File: config.mk
export PLATFORM = sky130hd
export DESIGN_NAME = muldiv_unit
export DESIGN_NICKNAME = d
export VERILOG_FILES = /design/src/rtl/muldiv_unit.sv
export SDC_FILE = /design/constraint.sdc
export NUM_CORES = 1
export LEC_CHECK = 0
export CAP_MARGIN = 0
export CORE_ASPECT_RATIO = 0.9
export CORE_MARGIN = 2
export CORE_UTILIZATION = 45
export DETAILED_ROUTE_END_ITERATION = 16
export PLACE_DENSITY_LB_ADDON = 0.25
export REMOVE_ABC_BUFFERS = 1
export SYNTH_ARGS = -nofsm -noshare
export SYNTH_HDL_FRONTEND = slang
export SYNTH_SLANG_ARGS = --single-unit
File: constraint.sdc
create_clock -name clk -period 5.3 [get_ports clk]
set_input_delay 0.795 -clock clk [delete_from_list [all_inputs] [get_ports clk]]
set_output_delay 0.795 -clock clk [all_outputs]
set_load 0.02 [all_outputs]
File: src/rtl/muldiv_unit.sv
// Iterative RV32 multiply/divide unit: 32-step shift-add multiply and restoring
// divide, with capture-time special-case detection and a registered result.
module muldiv_unit #(
    parameter int XLEN = 32
) (
    input  logic            clk,
    input  logic            rst,
    input  logic            start,
    input  logic [XLEN-1:0] srcA,
    input  logic [XLEN-1:0] srcB,
    input  logic [3:0]      alu_ctrl,
    output logic            busy,
    output logic            done,
    output logic [XLEN-1:0] md_result,
    output logic            is_zero
);

    localparam int CW = $clog2(XLEN);
    localparam logic [XLEN-1:0] MIN_NEG = {1'b1, {(XLEN-1){1'b0}}};

    typedef enum logic [1:0] {IDLE, RUN, FIXUP} state_t;

    state_t          state_q, state_d;
    logic [CW-1:0]   cnt_q, cnt_d;
    logic [3:0]      op_q, op_d;
    logic [XLEN-1:0] hi_q, hi_d, lo_q, lo_d, b_q, b_d;
    logic            qneg_q, qneg_d, rneg_q, rneg_d;
    logic            busy_q, busy_d, done_q, done_d, zero_q, zero_d;
    logic [XLEN-1:0] res_q, res_d;

    logic            acc_ok, in_mul, in_signed, a_neg, b_neg;
    logic            op_is_mul, op_is_rem, div_ge;
    logic [XLEN:0]   mul_sum, div_r, div_diff;
    logic [XLEN-1:0] fix_res;

    function automatic logic [XLEN-1:0] cond_neg(input logic [XLEN-1:0] v, input logic neg);
        return neg ? -v : v;
    endfunction

    assign acc_ok    = alu_ctrl[3] & (alu_ctrl[2] | alu_ctrl[1]);
    assign in_mul    = (alu_ctrl[3:1] == 3'b101);
    assign in_signed = ~in_mul & ~alu_ctrl[0];
    assign a_neg     = in_signed & srcA[XLEN-1];
    assign b_neg     = in_signed & srcB[XLEN-1];

    assign op_is_mul = (op_q[3:1] == 3'b101);
    assign op_is_rem = (op_q[3:1] == 3'b111);

    // hi holds the partial product / partial remainder, lo the multiplier / dividend bits.
    assign mul_sum  = {1'b0, hi_q} + {1'b0, (lo_q[0] ? b_q : {XLEN{1'b0}})};
    assign div_r    = {hi_q, lo_q[XLEN-1]};
    assign div_diff = div_r - {1'b0, b_q};
    assign div_ge   = ~div_diff[XLEN];

    assign fix_res = op_is_mul ? (op_q[0] ? hi_q : lo_q)
                   : (op_is_rem ? cond_neg(hi_q, rneg_q) : cond_neg(lo_q, qneg_q));

    always_comb begin
        state_d = state_q;
        cnt_d   = cnt_q;
        op_d    = op_q;
        hi_d    = hi_q;
        lo_d    = lo_q;
        b_d     = b_q;
        qneg_d  = qneg_q;
        rneg_d  = rneg_q;
        busy_d  = busy_q;
        done_d  = 1'b0;
        zero_d  = zero_q;
        res_d   = res_q;
        case (state_q)
            IDLE: begin
                if (start && acc_ok) begin
                    op_d    = alu_ctrl;
                    cnt_d   = '0;
                    busy_d  = 1'b1;
                    hi_d    = '0;
                    qneg_d  = 1'b0;
                    rneg_d  = 1'b0;
                    state_d = RUN;
                    if (in_mul) begin
                        lo_d = srcB;
                        b_d  = srcA;
                    end else if (srcB == '0) begin
                        // Quotient slot gets all-ones, remainder slot the dividend.
                        lo_d    = '1;
                        hi_d    = srcA;
                        state_d = FIXUP;
                    end else if (in_signed && srcA == MIN_NEG && srcB == '1) begin
                        lo_d    = MIN_NEG;
                        state_d = FIXUP;
                    end else begin
                        lo_d   = cond_neg(srcA, a_neg);
                        b_d    = cond_neg(srcB, b_neg);
                        qneg_d = a_neg ^ b_neg;
                        rneg_d = a_neg;
                    end
                end
            end
            RUN: begin
                if (op_is_mul) begin
                    hi_d = mul_sum[XLEN:1];
                    lo_d = {mul_sum[0], lo_q[XLEN-1:1]};
                end else begin
                    hi_d = div_ge ? div_diff[XLEN-1:0] : div_r[XLEN-1:0];
                    lo_d = {lo_q[XLEN-2:0], div_ge};
                end
                cnt_d = cnt_q + 1'b1;
                if (cnt_q == CW'(XLEN-1)) state_d = FIXUP;
            end
            FIXUP: begin
                res_d   = fix_res;
                zero_d  = (fix_res == '0);
                done_d  = 1'b1;
                busy_d  = 1'b0;
                state_d = IDLE;
            end
            default: state_d = IDLE;
        endcase
    end

    always_ff @(posedge clk) begin
        if (rst) begin
            state_q <= IDLE;
            cnt_q   <= '0;
            op_q    <= '0;
            hi_q    <= '0;
            lo_q    <= '0;
            b_q     <= '0;
            qneg_q  <= 1'b0;
            rneg_q  <= 1'b0;
            busy_q  <= 1'b0;
            done_q  <= 1'b0;
            zero_q  <= 1'b1;
            res_q   <= '0;
        end else begin
            state_q <= state_d;
            cnt_q   <= cnt_d;
            op_q    <= op_d;
            hi_q    <= hi_d;
            lo_q    <= lo_d;
            b_q     <= b_d;
            qneg_q  <= qneg_d;
            rneg_q  <= rneg_d;
            busy_q  <= busy_d;
            done_q  <= done_d;
            zero_q  <= zero_d;
            res_q   <= res_d;
        end
    end

    assign busy      = busy_q;
    assign done      = done_q;
    assign md_result = res_q;
    assign is_zero   = zero_q;

endmodule

== Word-level counts from Yosys, hierarchy flattened ==
Cells that the tools add are included.

* Bits in registers: 144
* Bits in latches: 0
* Memory bits (writable): 0
* ROM bits: 0
* Bits of input ports: 71
* Output and inout bits: 35
* Memories: 0

* Add/sub/neg operators: 7
* Multipliers: 0
* Divide/modulo/power cells: 0
* $lt $le $gt $ge: 0
* Equal/unequal tests: 12
* Shift-type cells: 0
* Mux-type cells: 40
* Bitwise operators: 9
* Reduce and logical (&&, ||, !) cells: 13

{| class="wikitable"
|+ Operators by type and width
! cell !! count
|-
| 2-to-1 mux 32 bit || 21
|-
| negator 32 bit || 4
|-
| case mux 32 bit (2 select lines) || 2
|-
| == test 32 bit (second input constant) || 2
|-
| zero test 32 bit || 2
|-
| adder 32 x 32 -> 33 bit || 1
|-
| subtractor 33 x 32 -> 33 bit || 1
|-
| 2-to-1 mux 2 bit || 5
|-
| case mux 5 bit (2 select lines) || 1
|-
| == test 3 bit (second input constant) || 3
|-
| 2-to-1 mux 1 bit || 8
|-
| != test 2 bit (second input constant) || 4
|-
| AND reduction 2 bit || 4
|-
| adder 5 x 1 -> 5 bit (second input constant) || 1
|-
| == test 5 bit (second input constant) || 1
|-
| 2-to-1 mux 5 bit || 1
|-
| AND 1 bit || 4
|-
| case mux 2 bit (2 select lines) || 1
|-
| AND reduction 4 bit || 1
|-
| nonzero test 2 bit || 2
|-
| logical AND 1 bit || 3
|-
| NOT 1 bit || 3
|-
| == test 2 x 1 -> 1 bit (second input constant) || 1
|-
| == test 2 bit (second input constant) || 1
|-
| 4 further kinds || 4
|}

== Logic depth before layout (Yosys ltp) ==
Gate-level depths: netlist of the first run.

* Depth in word-level cells: 10
* Mapped depth: 15

== Least setup slack after synthesis of the first run ==
No wires, ideal clock.

* Path kind: input -> register
* Start: input srcB[18]
* End: register hi_q[25]
* Library setup time: 0.095 ns
* Arrival: 3.651 ns
* Slack: 1.554 ns
* Cell stages on the path: 10
* Cells stage by stage: or4_1 nor4b_1 nand2b_1 or4b_1 or4_1 nor2_1 buf_4 buf_4 nand2_1 a221oi_1

* Cells in the longest elaborated chain, start to end: 5

{| class="wikitable"
|+ RTL lines
! element !! line !! text
|-
| start: declaration || 10 || <nowiki>input logic [XLEN-1:0] srcB,</nowiki>
|-
| zero test 32 bit || 84 || <nowiki>end else if (srcB == '0) begin</nowiki>
|-
| 2-to-1 mux 32 bit || 84 ||
|-
| 2-to-1 mux 32 bit || 81 || <nowiki>if (in_mul) begin</nowiki>
|-
| 2-to-1 mux 32 bit || 73 || <nowiki>if (start && acc_ok) begin</nowiki>
|-
| case mux 32 bit (2 select lines) || 71 || <nowiki>case (state_q)</nowiki>
|-
| end signal: assignment || 140 || <nowiki>hi_q <= hi_d;</nowiki>
|-
| end: declaration || 26 || <nowiki>logic [XLEN-1:0] hi_q, hi_d, lo_q, lo_d, b_q, b_d;</nowiki>
|}

No other way between the ends. The select of a mux whose other input is x is not followed.
A chain may end at the register's enable or synchronous reset.

== Final worst setup path of the first run ==
* Start: register lo_q[15]
* End: register zero_q, in the netlist is_zero

* Cells in the longest elaborated chain, start to end: 5
* Elaborated cells between the ends (all ways): 6
* Those cells by class: add/sub: 1; mux: 4; reduce/logical: 1

{| class="wikitable"
|+ RTL lines
! element !! line !! text
|-
| start: declaration || 26 ||
|-
| start signal: assignment || 141 || <nowiki>lo_q <= lo_d;</nowiki>
|-
| negator 32 bit || 37 || <nowiki>return neg ? -v : v;</nowiki>
|-
| 2-to-1 mux 32 bit || 37 ||
|-
| 2-to-1 mux 32 bit || 56 || <nowiki>: (op_is_rem ? cond_neg(hi_q, rneg_q) : cond_neg(lo_q, qneg_q));</nowiki>
|-
| 2-to-1 mux 32 bit (*) || 55 || <nowiki>assign fix_res = op_is_mul ? (op_q[0] ? hi_q : lo_q)</nowiki>
|-
| zero test 32 bit (*) || 113 || <nowiki>zero_d = (fix_res == '0);</nowiki>
|-
| end signal: assignment || 147 || <nowiki>zero_q <= zero_d;</nowiki>
|-
| end: declaration || 28 || <nowiki>logic busy_q, busy_d, done_q, done_d, zero_q, zero_d;</nowiki>
|}

Every way passes the cells marked *; elsewhere a longest branch is shown, timed or not.

==> summary.md, run 1 <==
| Metric | Value |
|---|---|
| Status | completed |
| IO Pins | 106 |
| Root buffer cell | clkbuf_16 |
| Placeable Area | 31000 um2 |
| Max-Cap Viols | 0 |
| Final Max Tran Viols | 0 |
| Final Cell Area | 16200 um2 |
| Area after DPL | 15600 um2 |
| Post-synthesis cell area | approximately 14000 um2 |
| Global-route wire length before repair | 84.3 mm |
| Antenna violations before repair | 0 |
| Number of synthesized flops with an enable pin | 0 |
| Num Clock Sinks | 144 |
| Post-synth top area cell | dfxtp_1 |
| Reg clk slew, reported paths | 0.07 ns |
| NetSw | 1.94 mW |
| Area Growth Syn to Fin | 13.9% |
| Initial Utilization | 0.458 |
| Cells after Synth | 2037 |
| Die Ht | 172 um |
| VDD IR max | 219 uV |
| All-layer global routing usage | 0.329 |
| Die Wd | 191 um |
| DRC viols | 0 |
| Worst clock skew | 0.0108 ns |
| Synth Register Bits | 144 |
| Drt wl/cell | 22.1 um |
| P_int | 2.75 mW |
| Slew HR | 0.263 |
| Number of diodes | 0 |
| PnR Total Power | 4.69 mW |
| PwrDens | 290 nW/um2 |
| Critical Path RT | between 5 and 6 ns |
| Initial DRC Count | 1959 |
| Slew @ Worst Pin | 1.09 ns |
| IO Port Bufs | about 110 |
| GPL Wtd Cong | approximately 1 |
| Crit path kind | reg -> reg |
| Via density | 6.51 |
| Leak pwr | roughly 5.9 nW |
| Vias post-DR | around 16000 |
| Yosys Warn Count | 0 |
| Layout fillers | about 3000 |
| Critical Path End Type | flop |
| Crit share post-route | 0.842 |
| CTS tree | done |
| Hold Path Class | reg -> reg |
| Setup_tns | 0 ns |
| Fin. Hold Viols | 0 |
| Top_reg_cell synth | dfxtp_1 |
| FMAX | 0.224 GHz |
| Clk buf depth | 2 |
| Number of hold buffers added after CTS | 0 |
| Setup repair after global routing missed its margin | no |
| Ys async rst share | 0 |
| Number of buffers created by CTS | 17 |
| Final Setup Violations | 0 |
| Comb pwr share | 0.460 |
| Most frequent cells in the layout | nand2_1, a21oi_1, nor2_1 |
| Ratio of cells with drive above 1 in the final layout | 0.0608 |
| Post-DP HPWL | 41.6 mm |
| Die area | around 33000 um2 |
| Largest cells by area after synthesis | dfxtp_1, a21oi_1, nand2_1, ha_1, o21ai_0 |
| Post-CTS Setup Inserts | 0 |
| Number of placement rows | 61 |
| Post-synthesis sequential area ratio | 0.203 |
| CP max FO | 9 |
| Clock latency on the worst-skew pair | 0.44 ns |
| Largest net degree at the start of global routing | 82 |
| Commonest non-fill, non-tap cell in the layout | nand2_1 |
| Synth top area share | 0.203 |
| CP Launch Type | flop |
| WL final | approximately 55 mm |
| Vias in the first global route | ~15000 |
| Drt first pass iters | 6 |
| H-tree depth | 4 |
| Power share of the clock group | 0.267 |
| Minimum clock period | between 4 and 5 ns |
| Layout Nets | 2203 |
| GRT overflow | 0 |
| Switching share of power | 0.414 |
| Sequential power share | 0.274 |
| Post-CTS resize count | 0 |
| Arr. time, crit path | about 4.8 ns |
| Post-synth cell types | 80 |
| Antenna violation net count after detailed routing | 0 |
| Synth Area per Inst | 6.96 um2 |
registers in the layout (all words and copies together), names as in the netlist:
signal and cells:
is_zero 1, rneg_q 1, md_result 32, done 1, hi_q 32, state_q 2
qneg_q 1, b_q 32, cnt_q 5, busy 1, lo_q 32, op_q 4
worst max-delay path: stages, from the launching register on:
cell,delay (ns)
dfxtp_1,0.41
or4_1,0.68
nor4bb_1,0.96
nand4_1,0.48
nor3_1,0.40
mux2i_1,0.12
o211ai_1,0.18
nand4_1,0.16
nor4_1,0.61
nand3_1,0.14
o31ai_1,0.25
cells by family (layout without fill, tap and decap cells):
logic type	count (synthesis)	in the layout	synth area share
AND/OR/NAND/NOR	734	734	0.241
AO/OA/AOI/OAI	696	696	0.316
buffers and inverters	208	242	0.0564
flip-flops	144	144	0.203
XOR/XNOR	141	141	0.0870
adder cells (fa/ha/maj)	73	73	0.0654
multiplexers	41	41	0.0306
power groups by stage:
stage / clock (mW) / sequential [mW] / combinational, mW
finish: 1.25 / 1.28 / 2.16
CTS: 1.25 / 1.28 / 2.09
floorplan: 0 / 1.26 / 1.44
global placement: 0 / 1.30 / 2.06
detailed placement: 0 / 1.30 / 2.08
global route: 1.30 / 1.29 / 2.34
path summary, 6_finish.rpt:
check	to	from	cells after the start	slack, ns
min reg2reg	b_q[26]$_SDFFE_PP0P_	b_q[26]$_SDFFE_PP0P_	2	0.46
max	is_zero$_SDFFE_PP1P_	lo_q[15]$_SDFFE_PP0P_	10	0.84
min	b_q[26]$_SDFFE_PP0P_	b_q[26]$_SDFFE_PP0P_	2	0.46
max reg2reg	is_zero$_SDFFE_PP1P_	lo_q[15]$_SDFFE_PP0P_	10	0.84
cell type report:
cell class / instances / area, um2 / area share
sequential: 144 / 2880 / 0.178
clock inverter: 9 / 109 / 0.00674
tap: 409 / 512 / 0.0317
inverter: 59 / 221 / 0.0137
timing repair buffer: 152 / 1410 / 0.0875
multi-input combinational: 1685 / 10500 / 0.653
clock buffer: 22 / 474 / 0.0293
routing by layer:
metal  track usage  vias up  wire length [um]
li1              -     7517                 -
met1         0.471     7566             24300
met2         0.504      925             23300
met3        0.0505      127              5410
met4         0.108        0              1810
met5             0        -                 0
synthesized netlist by cell type, drive strengths merged, types with 8 or more instances:
master,count
o31ai,25
a21o,23
or4,14
or3,21
a211oi,76
mux2i,22
inv,58
ha,71
mux2,19
dfxtp,144
nand2b,26
o41ai,20
o211ai,53
clkbuf,129
a31oi,13
xor2,66
o21ai,143
nor2,175
and3,18
nand2,264
nand3,71
nor2b,15
a21oi,200
nor4,16
nand4,21
and2,15
o311ai,8
a2111oi,9
buf,20
a311oi,9
o22ai,16
a22oi,26
a221oi,10
xnor2,75
o21a,14
nor3,52
through the flow:
step	instances	hold WS [ns]	setup slack [ns]	utilization
CTS	2480	0.455	0.995	0.521
global placement	2449	0.443	0.704	0.503
finish	2480	0.455	0.838	0.521
floorplan	1888	0.430	0.215	-
global route	2480	0.470	0.714	0.521
detailed placement	2449	0.447	0.586	0.503
(Power assumes the default switching activity.)
==> inputs of run 2 (changes only) <==
==> constraint.sdc (replaced) <==
create_clock -name clk -period 4.7 [get_ports clk]
set_input_delay 0.705 -clock clk [delete_from_list [all_inputs] [get_ports clk]]
set_output_delay 0.705 -clock clk [all_outputs]
set_load 0.02 [all_outputs]
==> run 2 against run 1 <==
  * Fmax up 1.8%
  * Largest power group unchanged
  * Count of clock-buffer cells in the layout down 4
  * Clock skew down 0.0016 ns
  * Worst hold slack worse by 0.0027 ns
  * Sequential power up 12%
  * Register-to-register slack worse by 0.52 ns
  * Global-route usage up 0.32 points
  * Setup slack worse by 0.52 ns
==> summary.md, run 2 (synthesized netlist as in run 1, its figures left out) <==
| Metric | Value |
|---|---|
| H-tree depth | 4 (unchanged) |
| Die Ht | 172 um (unchanged) |
| IO Pins | 106 (unchanged) |
| All-layer global routing usage | 0.333 (+0.00322) |
| WL final | 55.4 mm (+1.1%) |
| Status | completed |
| PnR Total Power | 5.42 mW (+16%) |
| Final Setup Violations | 0 (unchanged) |
| Number of buffers created by CTS | 17 (unchanged) |
| Critical Path RT | 5.05 ns (-0.61 ns) |
| CP Launch Type | flop |
| CP max FO | 7 (-2) |
| Vias post-DR | 16100 (+0.081%) |
| Placeable Area | 31000 um2 (unchanged) |
| Largest delay share family, worst path | compound AO/OA/AOI/OAI gates |
| Largest net degree at the start of global routing | 58 (-29%) |
| IO Port Bufs | 105 (unchanged) |
| Place WS | 0.213 ns (-0.373 ns) |
| Number of hold buffers added after CTS | 0 (unchanged) |
| Drt first pass iters | 8 (+2) |
| CP max stage cell | or3b_2 |
| Clock latency on the worst-skew pair | 0.44 ns (about the same) |
| Drt wl/cell | 22.1 um (about the same) |
| Post-DP HPWL | 42.7 mm (+2.7%) |
| Power share of the clock group | 0.273 (+0.006) |
| Post-Layout Cell Count | 2508 (+1.1%) |
| Max-Cap Viols | 0 (unchanged) |
| Ratio of cells with drive above 1 in the final layout | 0.0738 (+0.0130) |
| Minimum clock period | 4.38 ns (-0.0784 ns) |
| DP Cell Count | 2476 (+1.1%) |
| Antenna violations before repair | 0 (unchanged) |
| Number of placement rows | 61 (unchanged) |
| Vias in the first global route | 14700 (-0.73%) |
| Slew HR | 0.257 (-0.00550) |
| Most frequent cells in the layout | nand2_1, a21oi_1, nor2_1 |
| P_int | 3.21 mW (+17%) |
| Final Max Tran Viols | 0 (unchanged) |
| GPL Wtd Cong | 0.982 (about the same) |
| Root buffer cell | clkbuf_16 |
| Commonest non-fill, non-tap cell in the layout | nand2_1 |
| Clk buf depth | 2 (unchanged) |
| FMAX | 0.228 GHz (+1.8%) |
| Hold Path Class | reg -> reg |
| Via density | 6.44 (-1.0%) |
| Post-CTS Setup Inserts | 0 (unchanged) |
| Arr. time, crit path | 4.74 ns (-0.08 ns) |
| GRT overflow | 0 (unchanged) |
| Crit share post-route | 0.933 (+0.0908) |
| Worst clock skew | 0.00922 ns (-0.00159 ns) |
| Comb pwr share | 0.464 (+0.004) |
| Slew @ Worst Pin | 1.11 ns (+0.0231 ns) |
| Reg clk slew, reported paths | 0.07 ns (about the same) |
| Global-route wire length before repair | 84.6 mm (+0.38%) |
| Switching share of power | 0.408 (-0.00609) |
| Setup repair after global routing missed its margin | no |
| CTS tree | done |
| Slack of the critical path | 0.316 ns (-0.522 ns) |
| Initial DRC Count | 2065 (+5.4%) |
| Critical Path Max Stage Delay | 0.50 ns (-0.46 ns) |
| CP bufs+invs | 2 (+2) |
| Die Wd | 191 um (unchanged) |
| Setup_tns | 0 ns (unchanged) |
| Die area | 33000 um2 (unchanged) |
| Critical Path End Type | flop |
| Crit path kind | reg -> reg |
| Leak pwr | 6.10 nW (+2.8%) |
| Layout Nets | 2230 (+1.2%) |
| VDD IR max | 288 uV (+31%) |
| CP Cell Sequence | clkinv_1 -> buf_4 -> nor2_1 -> ha_1 -> a211o_1 -> a31oi_1 -> o2bb2ai_1 -> o311a_1 -> o21ai_0 -> o21ai_0 -> or3b_2 -> a31oi_1 -> a221oi_1 -> a21oi_1 |
| Initial Utilization | 0.458 (unchanged) |
| NetSw | 2.21 mW (+14%) |
| Fin. Hold Viols | 0 (unchanged) |
| PwrDens | 331 nW/um2 (+14%) |
| Number of diodes | 0 (unchanged) |
| Post-CTS resize count | 0 (unchanged) |
| Sequential power share | 0.263 (-0.011) |
| Antenna violation net count after detailed routing | 0 (unchanged) |
| Area Growth Syn to Fin | 15.7% |
| DRC viols | 0 (unchanged) |
| Num Clock Sinks | 144 (unchanged) |
==> run 2: changes by cell type in the layout (fill, tap and decap cells not counted) <==
cell / previous run / this run
buf_12: 1 / 2
clkbuf_8: 3 / 0
clkinv_4: 1 / 3
clkbuf_1: 2 / 1
bufinv_16: 2 / 4
inv_6: 0 / 1
clkinvlp_4: 4 / 2
clkinv_2: 2 / 4
buf_4: 47 / 73
==> run 2: power groups by stage <==
stage | sequential, mW | combinational (mW) | clock [mW]
after floorplan | 1.42 | 1.63 | 0
after global placement | 1.45 | 2.44 | 0
after detailed placement | 1.45 | 2.44 | 0
after CTS | 1.42 | 2.46 | 1.48
after global routing | 1.43 | 2.72 | 1.54
final | 1.43 | 2.52 | 1.48
==> run 2: path summary, 6_finish.rpt <==
path	from	end	slack [ns]	cells after the start
setup / recovery	lo_q[0]$_SDFFE_PP0P_	hi_q[27]$_SDFFE_PP0P_	0.32	14
hold / removal	md_result[28]$_SDFFE_PP0P_	md_result[28]$_SDFFE_PP0P_	0.45	2
setup reg to reg	lo_q[0]$_SDFFE_PP0P_	hi_q[27]$_SDFFE_PP0P_	0.32	14
hold reg to reg	md_result[28]$_SDFFE_PP0P_	md_result[28]$_SDFFE_PP0P_	0.45	2
==> run 2: final cells by class <==
type / instances / area [um2]
Timing Repair Buffer: 179 / 1630
Clock buffer: 18 / 429
Clock inverter: 14 / 190
Fill cell: 3084 / 14600
Tap cell: 409 / 512
Multi-Input combinational cell: 1685 / 10500
Inverter: 59 / 221
Sequential cell: 144 / 2880
==> run 2: worst reg2reg max path, cell delays in order, from the launching register on <==
cell	delay, ns
dfxtp_1	0.39
clkinv_1	0.31
buf_4	0.28
nor2_1	0.10
ha_1	0.30
a211o_1	0.28
a31oi_1	0.24
o2bb2ai_1	0.21
o311a_1	0.44
o21ai_0	0.38
o21ai_0	0.23
or3b_2	0.50
a31oi_1	0.31
a221oi_1	0.11
a21oi_1	0.20
==> run 2: metrics by stage <==
step,utilization,hold slack [ns],area [um2]
after floorplan,-,0.430,13600
after global placement,0.510,0.444,15800
after detailed placement,0.510,0.446,15800
after CTS,0.530,0.454,16400
after global routing,0.530,0.481,16400
final,0.530,0.453,16400
==> run 2: routing by layer <==
layer / GRT usage / vias up / share of wire
li1: - / 7584 / -
met2: 0.514 / 805 / 0.43
met1: 0.471 / 7661 / 0.45
met3: 0.0552 / 98 / 0.084
met4: 0.105 / 0 / 0.029
met5: 0 / - / 0
==> inputs of run 3 (changes only) <==
--- a/config.mk
+++ b/config.mk
@@ -10,6 +10,7 @@
 export CORE_MARGIN = 2
 export CORE_UTILIZATION = 45
 export DETAILED_ROUTE_END_ITERATION = 16
+export HOLD_SLACK_MARGIN = 0.1
 export PLACE_DENSITY_LB_ADDON = 0.25
 export REMOVE_ABC_BUFFERS = 1
 export SYNTH_ARGS = -nofsm -noshare
==> results of run 3 <==
The final DEF is identical to that of run 2; final timing and power are the same.
